**src/rtl/timer_pkg.sv**
```systemverilog
// Shared types and default constants for the countdown timer.
package timer_pkg;

  typedef enum logic [1:0] {
    IDLE   = 2'd0,
    RUN    = 2'd1,
    PAUSED = 2'd2,
    DONE   = 2'd3
  } state_e;

  localparam int unsigned CLK_HZ               = 100_000_000;
  localparam int unsigned DEFAULT_TICK_CYCLES  = CLK_HZ;
  localparam int unsigned DEFAULT_BLINK_CYCLES = CLK_HZ / 2;

endpackage

```
**src/rtl/tick_divider.sv**
```systemverilog
// Wrapping cycle counter 0 .. CYCLES-1. `strobe` is high in the cycle whose
// rising edge will wrap the counter, so the parent can act on that same edge.
// `clear` wins over `enable`; while neither is high the count holds.
module tick_divider #(
  parameter int unsigned CYCLES = 4
) (
  input  logic clock,
  input  logic reset,
  input  logic enable,
  input  logic clear,
  output logic strobe
);

  localparam int unsigned W    = (CYCLES > 1) ? $clog2(CYCLES) : 1;
  localparam logic [W-1:0] LAST = W'(CYCLES - 1);

  logic [W-1:0] cnt_q, cnt_d;

  assign strobe = enable && !clear && (cnt_q == LAST);

  // Next count: clear to zero, advance with wrap, or hold.
  always_comb begin
    cnt_d = cnt_q;
    if (clear) begin
      cnt_d = '0;
    end else if (enable) begin
      cnt_d = (cnt_q == LAST) ? '0 : cnt_q + W'(1);
    end
  end

  // Counter register.
  always_ff @(posedge clock or negedge reset) begin
    if (!reset) cnt_q <= '0;
    else        cnt_q <= cnt_d;
  end

endmodule

```
**src/rtl/countdown_timer.sv**
```systemverilog
// Loadable once-per-tick down-counter with pause, expiry flag/strobe and a
// free-running blink output. Define COUNTDOWN_TIMER_BLINK_EN to build the
// blink counter; otherwise `blink` is tied low.
//
// Inputs are level-sampled on every rising edge with priority
// start_timer > pause > tick. All outputs come straight from flops.
module countdown_timer
  import timer_pkg::*;
#(
  parameter int unsigned TICK_CYCLES  = DEFAULT_TICK_CYCLES,
  parameter int unsigned BLINK_CYCLES = DEFAULT_BLINK_CYCLES,
  parameter int unsigned VALUE_W      = 4
) (
  input  logic               clock,
  input  logic               reset,
  input  logic               start_timer,
  input  logic               pause,
  input  logic [VALUE_W-1:0] value,
  output logic               busy,
  output logic               expired,
  output logic               expired_pulse,
  output logic               one_hz_enable,
  output logic               blink,
  output logic [VALUE_W-1:0] value_display
);

  state_e             state_q, state_d;
  logic [VALUE_W-1:0] count_q, count_d;
  logic               busy_q, expired_q, pulse_q, pulse_d, hz_q, hz_d;
  logic               tick;
  logic               presc_en;

  // The prescaler only advances while counting and not paused. Leaving
  // PAUSED is counted like a RUN cycle so a pause of P cycles costs P cycles.
  assign presc_en = ((state_q == RUN) || (state_q == PAUSED)) && !pause;

  tick_divider #(.CYCLES(TICK_CYCLES)) u_presc (
    .clock  (clock),
    .reset  (reset),
    .enable (presc_en),
    .clear  (start_timer),
    .strobe (tick)
  );

  // Next-state, count and strobe decode.
  always_comb begin
    state_d = state_q;
    count_d = count_q;
    pulse_d = 1'b0;
    hz_d    = 1'b0;
    if (start_timer) begin
      count_d = value;
      if (value == '0) begin
        state_d = DONE;
        pulse_d = 1'b1;
      end else begin
        state_d = RUN;
      end
    end else begin
      case (state_q)
        RUN, PAUSED: begin
          if (pause) begin
            state_d = PAUSED;
          end else begin
            state_d = RUN;
            if (tick) begin
              hz_d = 1'b1;
              if (count_q <= VALUE_W'(1)) begin
                count_d = '0;
                state_d = DONE;
                pulse_d = 1'b1;
              end else begin
                count_d = count_q - VALUE_W'(1);
              end
            end
          end
        end
        DONE:    count_d = '0;
        default: state_d = state_q;
      endcase
    end
  end

  // State, count and registered outputs.
  always_ff @(posedge clock or negedge reset) begin
    if (!reset) begin
      state_q   <= IDLE;
      count_q   <= '0;
      busy_q    <= 1'b0;
      expired_q <= 1'b0;
      pulse_q   <= 1'b0;
      hz_q      <= 1'b0;
    end else begin
      state_q   <= state_d;
      count_q   <= count_d;
      busy_q    <= (state_d == RUN) || (state_d == PAUSED);
      expired_q <= (state_d == DONE);
      pulse_q   <= pulse_d;
      hz_q      <= hz_d;
    end
  end

`ifdef COUNTDOWN_TIMER_BLINK_EN
  logic blink_tick;
  logic blink_q;

  tick_divider #(.CYCLES(BLINK_CYCLES)) u_blink (
    .clock  (clock),
    .reset  (reset),
    .enable (1'b1),
    .clear  (1'b0),
    .strobe (blink_tick)
  );

  // Toggle the blink level at every blink-counter wrap.
  always_ff @(posedge clock or negedge reset) begin
    if (!reset)          blink_q <= 1'b0;
    else if (blink_tick) blink_q <= ~blink_q;
  end

  assign blink = blink_q;
`else
  assign blink = 1'b0;
`endif

  assign busy          = busy_q;
  assign expired       = expired_q;
  assign expired_pulse = pulse_q;
  assign one_hz_enable = hz_q;
  assign value_display = count_q;

endmodule

```
**config.mk**
```make
export PLATFORM = sky130hd
export DESIGN_NAME = countdown_timer
export DESIGN_NICKNAME = d
export VERILOG_FILES = /design/src/rtl/timer_pkg.sv /design/src/rtl/tick_divider.sv /design/src/rtl/countdown_timer.sv
export SDC_FILE = /design/constraint.sdc
export NUM_CORES = 1
export LEC_CHECK = 0
export ABC_AREA = 1
export CAP_MARGIN = 0
export CORE_MARGIN = 10
export CORE_UTILIZATION = 58
export CTS_CLUSTER_SIZE = 10
export DETAILED_ROUTE_END_ITERATION = 10
export PLACE_DENSITY = 0.89
export SLEW_MARGIN = 20
export SYNTH_ARGS = -nofsm -noshare
export SYNTH_HDL_FRONTEND = slang
export SYNTH_SLANG_ARGS = --single-unit
```
**constraint.sdc**
```tcl
create_clock -name clock -period 2.2 [get_ports clock]
set_input_delay 0.66 -clock clock [delete_from_list [all_inputs] [get_ports clock]]
set_output_delay 0.66 -clock clock [all_outputs]
set_load 0.02 [all_outputs]
```
-- After elaboration in Yosys (flattened, before gate mapping)
Index checks and enable logic that the tools add are counted.
Widths: inputs -> output; s select.
- bits of input ports: 8
- output and inout port bits: 9
- register bits after elaboration: 37
- word-level logic and storage cells: 55
- reductions and logical operators: 12
- equal/unequal tests: 9
- multiplexer cells: 24
- order comparisons: 1
- add/subtract/negate cells: 2
- operator list (cell ; number):
    $mux 27 ; 3
    $add 27x1->27 const B ; 1
    $eq 27x27->1 const B ; 1
    $mux 4 ; 4
    $mux 2 ; 6
    $mux 1 ; 10
    $eq 2x2->1 const B ; 4
    $pmux 4 s2 ; 1
    $ne 3x3->1 const B ; 2
    $eq 2x1->1 const B ; 2
    $le 4x1->1 const B ; 1
    $logic_not 4->1 ; 1
    $sub 4x1->4 const B ; 1
    $logic_and 1x1->1 ; 3
    $reduce_and 3->1 ; 1
    $reduce_bool 3->1 ; 1
    $logic_not 1->1 ; 2
    $logic_or 1x1->1 ; 2
    $reduce_bool 2->1 ; 1
    $reduce_or 2->1 ; 1

-- Depth between registers and ports, before layout
Gate-level depths: netlist of run 1.
- depth in word-level cells: 11
- mapped depth: 12

-- Modules after synthesis
Synthesis of run 1 repeated with hierarchy kept, for this count alone.
- cell total of the unflattened synthesis: 359
- area total of the unflattened synthesis: 2519.9 sq um
- modules (own cells, without submodules) (module ; instances ; sequential area each (sq um) ; cells each ; area an instance (sq um)):
    tick_divider ; 1 ; 675.6 ; 277 ; 1848.0
    countdown_timer ; 1 ; 250.2 ; 82 ; 671.9

-- Worst setup path before layout of run 1
No wires, ideal clock.
- kind: flip-flop to flip-flop
- start point: register state_q[0]
- end point: register busy_q (netlist: busy)
- arrival time: 1760 ps
- clock period less this slack: 1886 ps
- path slack: 314 ps
- stages on the path, launching flop included: 9
- setup time: 126 ps
- data required time: 2074 ps
- path through: dfrtp_1 > ha_1 > inv_1 > nor2_1 > nor2_1 > buf_2 > buf_1 > nand2_1 > ha_1
- longest elaborated chain between the ends: 11
- ends and longest elaborated chain (what ; RTL line ; text):
    from (decl) ; countdown_timer.sv:27 ; state_e state_q, state_d;
    from (signal assigned) ; countdown_timer.sv:94 ; state_q <= state_d;
    $eq 2x1->1 or $eq 2x2->1 (tied branches) ; countdown_timer.sv:35, countdown_timer.sv:60 ;
    $logic_or 1x1->1 ; countdown_timer.sv:35 ; assign presc_en = ((state_q == RUN) || (state_q == PAUSED)) && !pause;
    $logic_and 1x1->1 ; countdown_timer.sv:35 ;
    $logic_and 1x1->1 (2 in a row) ; tick_divider.sv:19 ; assign strobe = enable && !clear && (cnt_q == LAST);
    $mux 2 ; countdown_timer.sv:66 ; if (tick) begin
    $mux 2 ; countdown_timer.sv:62 ; if (pause) begin
    $mux 2 * ; countdown_timer.sv:60 ; case (state_q)
    $mux 2 * ; countdown_timer.sv:51 ; if (start_timer) begin
    via state_d[0] ; countdown_timer.sv:27 ;
    $eq 2x1->1 or $eq 2x2->1 (tied branches) ; countdown_timer.sv:96 ; busy_q <= (state_d == RUN) || (state_d == PAUSED);
    $logic_or 1x1->1 * ; countdown_timer.sv:96 ;
    to (signal assigned) ; countdown_timer.sv:96 ;
    to (decl) ; countdown_timer.sv:29 ; logic busy_q, expired_q, pulse_q, pulse_d, hz_q, hz_d;
The timed path passes the listed nets; every way through them passes the cells marked *.
A chain may end at the register's enable or synchronous reset.

-- Final worst setup path of run 1
- start point: register count_q[2] (netlist: value_display[2])
- end point: output port value_display[2]
- RTL lines (what ; RTL line ; text):
    from (decl) ; countdown_timer.sv:28 ; logic [VALUE_W-1:0] count_q, count_d;
    from (signal assigned) ; countdown_timer.sv:95 ; count_q <= count_d;
    to (decl) ; countdown_timer.sv:24 ; output logic [VALUE_W-1:0] value_display
No word-level cell between the ends.

==> results of run 1 <==
==> power breakdown <==
part,switching [mW],total (mW),internal (mW)
sequential,0.0706,0.833,0.762
clock,0.244,0.492,0.249
combinational,0.468,0.755,0.287
total,0.782,2.08,1.30
==> logic make-up (layout without fill, tap and decap cells) <==
family	after synthesis	count (layout)	share of synthesized area
simple gates	185	185	0.3670
compound gates	40	40	0.09492
flops	37	37	0.4084
buf+inv	34	59	0.06180
xor+xnor	10	10	0.03863
fa+ha+maj	5	5	0.02759
other cells	1	1	0.001654
==> layer usage <==
metal / vias to the layer above / share of wire / GRT usage
met3: 10 / 0.049 / 0.03564
met1: 1002 / 0.42 / 0.2077
li1: 1041 / - / -
met4: 0 / 0.019 / 0.07525
met2: 64 / 0.51 / 0.2862
met5: - / 0 / 0
==> final timing paths <==
kind	end	cells past startpoint	slack (ns)
min in group clock	u_presc.cnt_q[1]	2	0.52
max reg2reg	busy	7	0.22
max in group asynchronous	u_presc.cnt_q[6]	2	1.46
max	value_display[2]	1	0.17
min	u_presc.cnt_q[16]	2	0.39
min reg2reg	u_presc.cnt_q[1]	2	0.52
==> area by class of cell <==
class	instances	area [um^2]
tap	48	60.06
multi-input combinational	241	1201
inverter	30	112.6
sequential	37	925.9
clock buffer	7	86.33
timing repair buffer	22	197.7
fill	300	1132
==> layout by cell type (no fill, tap or decap), types with 5 or more instances in the layout <==
master	n
inv_1	28
nand4_1	5
nand3_1	22
nor2_1	42
nand2_2	6
clkbuf_8	6
dfrtp_1	37
xor2_1	8
nor2_2	5
buf_4	7
o21ai_0	18
nand2_1	93
ha_1	5
clkdlybuf4s50_1	14
a21oi_1	12
==> flip-flops by register name, indices dropped and copies added, names as in the netlist, named ones only <==
register       cells
expired            1
busy               1
state_q            1
expired_pulse      1
value_display      4
u_presc.cnt_q     27
one_hz_enable      1
==> stage by stage <==
step / utilization / cells
final: 0.6953 / 385
after global routing: 0.6953 / 385
after CTS: 0.6953 / 385
after detailed placement: 0.6721 / 378
after global placement: 0.6721 / 378
after floorplan: - / 312
==> impl_metrics.ini, run 1 <==
[synthesis]
synth.most_common_cell = nand2_1
yosysTopAreaCell = dfrtp_1
synth_seq_area_share = 0.4084
synth_cells = 312
yosys_most_used_dff = dfrtp_1
synth_edf_count = 0
synth_seq_cells = 37
ys.warnings.count = 0
synth_area_leaders = dfrtp_1, nand2_1, nor2_1
async_flop_share = 1.000
synth_area_um2 = 2267
yosys-top-cells-count = nand2_1, nor2_1, dfrtp_1
synth_top_area_frac = 0.4084
avgSynthCellArea_um2 = 7.267
syn-num-nets = 325
synth.distinct_cells = 29

[floorplanning]
dieHeight_um = 82.52
die_x_um = 82.52
die_area_um2 = 6810
ios = 17
fp-row-count = 22
start_util = 0.6101
coreArea_um2 = 3716

[worst_hold_path]
hold_path.class = in2async

[timing]
fin_tns_setup_ns = 0
hold_slack_ns = 0.3936
hold_viol_final = 0
setup_violations = 0
setup_slack_ns = 0.1661
finalClockSkew_ns = 0.01383
fin_crit_ns = 2.034
slew_violations = 0
grt_setup_unrepaired = false
finalCritPeriodShare = 0.9245
fmax_mhz = 491.7

[worst_setup_path]
crit_start = value_display[2]
r2r_start = value_display[0]
cp_data_required_time_ns = 1.54
crit_path_top_delay_cell = clkdlybuf4s50_1
path_delay_family = buffers and inverters
path_buf_inv = 1
cp-end-kind = primary output
crit_path_cell_trace = clkdlybuf4s50_1
worstSetupStartpointType = register
crit_arrival_ns = 1.37
critical_path_class = reg2out
path_max_fanout = 5
cp_slowest_stage_delay_ns = 0.64

[placed_design]
portBuffers = 15
routabilityCongestion = 0.8992
place_ws_ns = 0.05939
dp.final_hpwl_um = 4010
placed_area_um2 = 2497

[routing]
drt_pass1_iterations = 4
drtIter0Drc = 169
avgRoutedWirePerCell_um = 13.85
ant_nets = 0
vias_per_cell = 5.499
route.detailed.drc = 0
drt_wl_total_um = 5334
num_vias = 2117

[grt]
grt_usage = 0.1710
grt_pass1_vias = 2045
gr-total-overflow = 0
grt_pass1_wl_um = 9190
grt_antenna_before_repair = 0
grt_start_max_net_pins = 38

[pwr]
worst_ir_drop_vdd_mv = 0.6442
p_total_mw = 2.080
pwr_density_cell_nw_per_um2 = 804.9
leakage_nw = 1.078

[final_layout]
nets = 350
design_area_um2 = 2584
drive_above_1_share = 0.1068
antennaDiodeCount = 0
synthToLayoutAreaGrowth_pct = 13.96

[cts]
numClockSinks = 37
clockBufferDepth = 2
h-tree-depth = 2
cts_root_buf = clkbuf_8
worstSkewPairLatency_ns = 0.30
numCtsBuffers = 5
cts_tree = done
ctsResizeCount = 0
clk_pin_slew_worst_paths_ns = 0.08
cts_hold_buf = 0
post_cts_buffers = 0

[outcome]
status = finished clean

[run]
maxCapViolations = 0
(Power assumes the default switching activity.)
==> run 2: changes to the inputs <==
--- a/config.mk
+++ b/config.mk
@@ -11,6 +11,7 @@
 export CORE_UTILIZATION = 58
 export CTS_CLUSTER_SIZE = 10
 export DETAILED_ROUTE_END_ITERATION = 10
+export MAX_ROUTING_LAYER = met4
 export PLACE_DENSITY = 0.89
 export SLEW_MARGIN = 20
 export SYNTH_ARGS = -nofsm -noshare
==> run 2 against run 1 <==
Routed wire length is 0.21% higher. Via count shrank 0.61%. Core utilization did not move. Count of clock-buffer cells in the layout unchanged. Cell area stayed put. Sequential share of layout area is the same. Maximum frequency down 0.14%. Register-to-register slack improved by 0.02 ns.
==> impl_metrics.ini, run 2 (same netlist as run 1, synthesis figures left out) <==
[floorplanning]
start_util = 0.6101
fp-row-count = 22
ios = 17
coreArea_um2 = 3716
die_x_um = 82.52
dieHeight_um = 82.52
die_area_um2 = 6810

[cts]
h-tree-depth = 2
ctsResizeCount = 0
cts_root_buf = clkbuf_8
clockBufferDepth = 2
numCtsBuffers = 5
numClockSinks = 37
cts_hold_buf = 0
clk_pin_slew_worst_paths_ns = 0.08
worstSkewPairLatency_ns = 0.30
post_cts_buffers = 0
cts_tree = done

[timing]
setup_violations = 0
hold_viol_final = 0
fmax_mhz = 491.0
setup_slack_ns = 0.1633
grt_setup_unrepaired = false
fin_tns_setup_ns = 0
fin_crit_ns = 2.037
finalCritPeriodShare = 0.9258
finalClockSkew_ns = 0.01583
slew_violations = 0

[routing]
num_vias = 2104
avgRoutedWirePerCell_um = 13.88
drt_pass1_iterations = 4
ant_nets = 0
vias_per_cell = 5.465
drtIter0Drc = 132
route.detailed.drc = 0
drt_wl_total_um = 5345

[worst_setup_path]
rr_endpoint = busy
worstSetupStartpointType = register
r2r_start = value_display[0]
path_delay_family = buffers and inverters
cp-end-kind = primary output
path_buf_inv = 1
crit_path_top_delay_cell = clkdlybuf4s50_1
path_max_fanout = 5
reg2reg_depth = 7
cp_data_required_time_ns = 1.54
critical_path_class = reg2out
rrSetupSlack_ns = 0.24
cp_slowest_stage_delay_ns = 0.64
crit_path_cell_trace = clkdlybuf4s50_1
crit_arrival_ns = 1.38

[final_layout]
synthToLayoutAreaGrowth_pct = 13.96
largest_reg_flops = 27
top_register = u_presc.cnt_q
antennaDiodeCount = 0
design_area_um2 = 2584
drive_above_1_share = 0.1068
nets = 350
final_cell_mix = nand2_1, nor2_1, dfrtp_1, inv_1, nand3_1
final_cells = 385
layout_commonest_cell = nand2_1

[placed_design]
dp.final_hpwl_um = 4010
routabilityCongestion = 0.9144
portBuffers = 15
dp.cells = 378
place_ws_ns = 0.05939
placed_area_um2 = 2497

[outcome]
status = finished clean

[pwr]
leakage_nw = 1.078
pwr_density_cell_nw_per_um2 = 805.8
worst_ir_drop_vdd_mv = 0.6447

[grt]
grt_antenna_before_repair = 0
grt_pass1_vias = 2046
grt_usage = 0.1757
grt_start_max_net_pins = 38
gr-total-overflow = 0
grt_pass1_wl_um = 9170

[worst_hold_path]
hold_path.class = in2async

[run]
maxCapViolations = 0
==> run 2: cell counts in the layout (fill, tap and decap cells not counted) <==
No cell type changed its count.
==> run 2: area by class of cell <==
type | instances | area (um^2)
timing repair buffer | 22 | 197.7
sequential | 37 | 925.9
inverter | 30 | 112.6
fill | 300 | 1132
clock buffer | 7 | 86.33
multi-input combinational | 241 | 1201
tap | 48 | 60.06
==> run 2: worst register-to-register path: stages (launching register included) <==
cell and delay (ns):
dfrtp_1 0.42, inv_1 0.10, ha_1 0.24, o21ai_0 0.40
inv_1 0.09, a21oi_1 0.23, a21oi_1 0.08, ha_1 0.29
==> run 2: power breakdown <==
part	switching [mW]	internal, mW
logic	0.469	0.287
clock network	0.245	0.249
registers	0.0701	0.762
total	0.784	1.30
==> run 2: worst max-delay path by stage <==
stage	depth (start not counted)	startpoint	endpoint
floorplan	8	state_q[0]	busy
global placement	6	pause	u_presc.cnt_q[25]
detailed placement	6	pause	u_presc.cnt_q[25]
CTS	1	value_display[2]	value_display[2]
global route	1	value_display[2]	value_display[2]
finish	1	value_display[2]	value_display[2]
==> run 2: routing by layer <==
layer	GRT usage	vias to the layer above	share of wire
met5	-	-	0
met4	0.07525	0	0.018
met3	0.03348	9	0.046
met2	0.2869	61	0.50
met1	0.2071	990	0.43
li1	-	1044	-
==> run 2: stage by stage <==
stage,util,power [mW],hold WS (ns)
CTS,0.6953,2.088,0.4144
global route,0.6953,2.219,0.4355
floorplan,-,1.315,0.3644
global placement,0.6721,1.563,0.4958
finish,0.6953,2.082,0.3949
detailed placement,0.6721,1.596,0.5019
==> run 3: changes to the inputs <==
--- a/config.mk
+++ b/config.mk
@@ -8,11 +8,12 @@
 export ABC_AREA = 1
 export CAP_MARGIN = 0
 export CORE_MARGIN = 10
-export CORE_UTILIZATION = 58
+export CORE_UTILIZATION = 63
 export CTS_CLUSTER_SIZE = 10
 export DETAILED_ROUTE_END_ITERATION = 10
 export MAX_ROUTING_LAYER = met4
-export PLACE_DENSITY = 0.89
+export PLACE_DENSITY = 0.95
+export SKIP_LAST_GASP = 1
 export SLEW_MARGIN = 20
 export SYNTH_ARGS = -nofsm -noshare
 export SYNTH_HDL_FRONTEND = slang
==> constraint.sdc (replaced) <==
create_clock -name clock -period 2.4 [get_ports clock]
set_input_delay 0.72 -clock clock [delete_from_list [all_inputs] [get_ports clock]]
set_output_delay 0.72 -clock clock [all_outputs]
set_load 0.02 [all_outputs]
==> run 3 against run 2 <==
Core utilization increased by 4.8 points. Clock power decreased by 31%. Global-route usage increased by 0.95 points. Non-clock buffer count decreased by 3. Critical path depth unchanged. Critical endpoint unchanged. Largest cell class unchanged. Highest routed layer unchanged.
==> impl_metrics.ini, run 3 (same netlist as run 1, synthesis figures left out) <==
[outcome]
status = finished clean

[cts]
numClockSinks = 37
ctsResizeCount = 0
clk_pin_slew_worst_paths_ns = 0.11
post_cts_buffers = 0
cts_root_buf = clkbuf_4
h-tree-depth = 2
cts_tree = done
numCtsBuffers = 5
worstSkewPairLatency_ns = 0.35
cts_hold_buf = 0
clockBufferDepth = 2

[routing]
vias_per_cell = 5.516
drt_pass1_iterations = 4
route.detailed.drc = 0
avgRoutedWirePerCell_um = 14.14
drtIter0Drc = 133
ant_nets = 0
num_vias = 2096
drt_wl_total_um = 5373

[worst_setup_path]
rr_endpoint = busy
critical_path_class = reg2out
crit_path_cell_trace = clkdlybuf4s50_1
worstSetupStartpointType = register
crit_path_top_delay_cell = clkdlybuf4s50_1
crit_arrival_ns = 1.48
cp-end-kind = primary output
cp_data_required_time_ns = 1.68
r2r_start = value_display[0]
rrSetupSlack_ns = 0.45
path_delay_family = buffers and inverters
path_buf_inv = 1
path_max_fanout = 5
reg2reg_depth = 7
cp_slowest_stage_delay_ns = 0.65

[floorplanning]
ios = 17
start_util = 0.6637
fp-row-count = 21
coreArea_um2 = 3416
dieHeight_um = 79.99
die_area_um2 = 6398
die_x_um = 79.99

[timing]
slew_violations = 0
setup_slack_ns = 0.2050
worst_pin_slew_ns = 0.8126
fin_tns_setup_ns = 0
finalClockSkew_ns = 0.007332
hold_viol_final = 0
fmax_mhz = 455.6
grt_setup_unrepaired = false
setup_violations = 0
relSlewSlack = 0.4583
fin_crit_ns = 2.195
finalCritPeriodShare = 0.9146

[grt]
grt_pass1_wl_um = 9308
grt_pass1_vias = 2029
grt_antenna_before_repair = 0
gr-total-overflow = 0
grt_start_max_net_pins = 38
grt_usage = 0.1851

[placed_design]
routabilityCongestion = 0.9333
dp.cells = 373
portBuffers = 15
dp.final_hpwl_um = 3941
place_ws_ns = 0.2159

[worst_hold_path]
hold_path.class = in2async

[pwr]
pwr_density_cell_nw_per_um2 = 720.4
worst_ir_drop_vdd_mv = 0.6957
leakage_nw = 1.053

[final_layout]
final_cell_mix = nand2_1, nor2_1, dfrtp_1, inv_1, nand3_1
synthToLayoutAreaGrowth_pct = 12.03
final_cells = 380
drive_above_1_share = 0.09880
antennaDiodeCount = 0
top_register = u_presc.cnt_q
nets = 347
largest_reg_flops = 27
layout_commonest_cell = nand2_1

[run]
maxCapViolations = 0
==> run 3: final cells by class <==
type / count / area [um^2]
Timing Repair Buffer: 19 / 187.7
Clock buffer: 7 / 55.05
Inverter: 30 / 112.6
Multi-Input combinational cell: 241 / 1201
Fill cell: 270 / 875.8
Sequential cell: 37 / 925.9
Tap cell: 46 / 57.56
==> run 3: worst max-delay path by stage <==
| stage | end | start | slack [ns] | depth (start not counted) |
|---|---|---|---|---|
| after floorplan | busy | state_q[0] | 0.51 | 8 |
| after global placement | busy | start_timer | 0.28 | 6 |
| after detailed placement | u_presc.cnt_q[25] | pause | 0.22 | 6 |
| after CTS | value_display[2] | value_display[2] | 0.20 | 1 |
| after global routing | value_display[2] | value_display[2] | 0.17 | 1 |
| final | value_display[2] | value_display[2] | 0.20 | 1 |
==> run 3: power by group <==
group          internal, mW  switching [mW]  total, mW
Clock                 0.138           0.205      0.343
Sequential            0.698          0.0707      0.769
Combinational         0.270           0.447      0.718
==> run 3: worst register-to-register path, cell delays in order (launching register included) <==
cell and delay, ns:
dfrtp_1 0.44, inv_1 0.11, ha_1 0.25, o21ai_0 0.41, inv_1 0.08, a21oi_1 0.20
a21oi_1 0.08, ha_1 0.29
==> run 3: metrics by stage <==
step	hold slack (ns)	util	cell area, um^2	power (mW)
6_report	0.4462	0.7436	2540	1.830
5_1_grt	0.4971	0.7436	2540	1.938
4_1_cts	0.4706	0.7436	2540	1.832
3_5_place_dp	0.5162	0.7275	2485	1.480
3_3_place_gp	0.4948	0.7275	2485	1.435
2_1_floorplan	0.4244	-	2267	1.206
==> run 3: layer usage <==
metal,up-vias,track usage,share of wire
li1,1045,-,-
met1,971,0.2147,0.41
met2,70,0.3034,0.51
met3,10,0.04167,0.059
met4,0,0.07218,0.017
met5,-,-,0
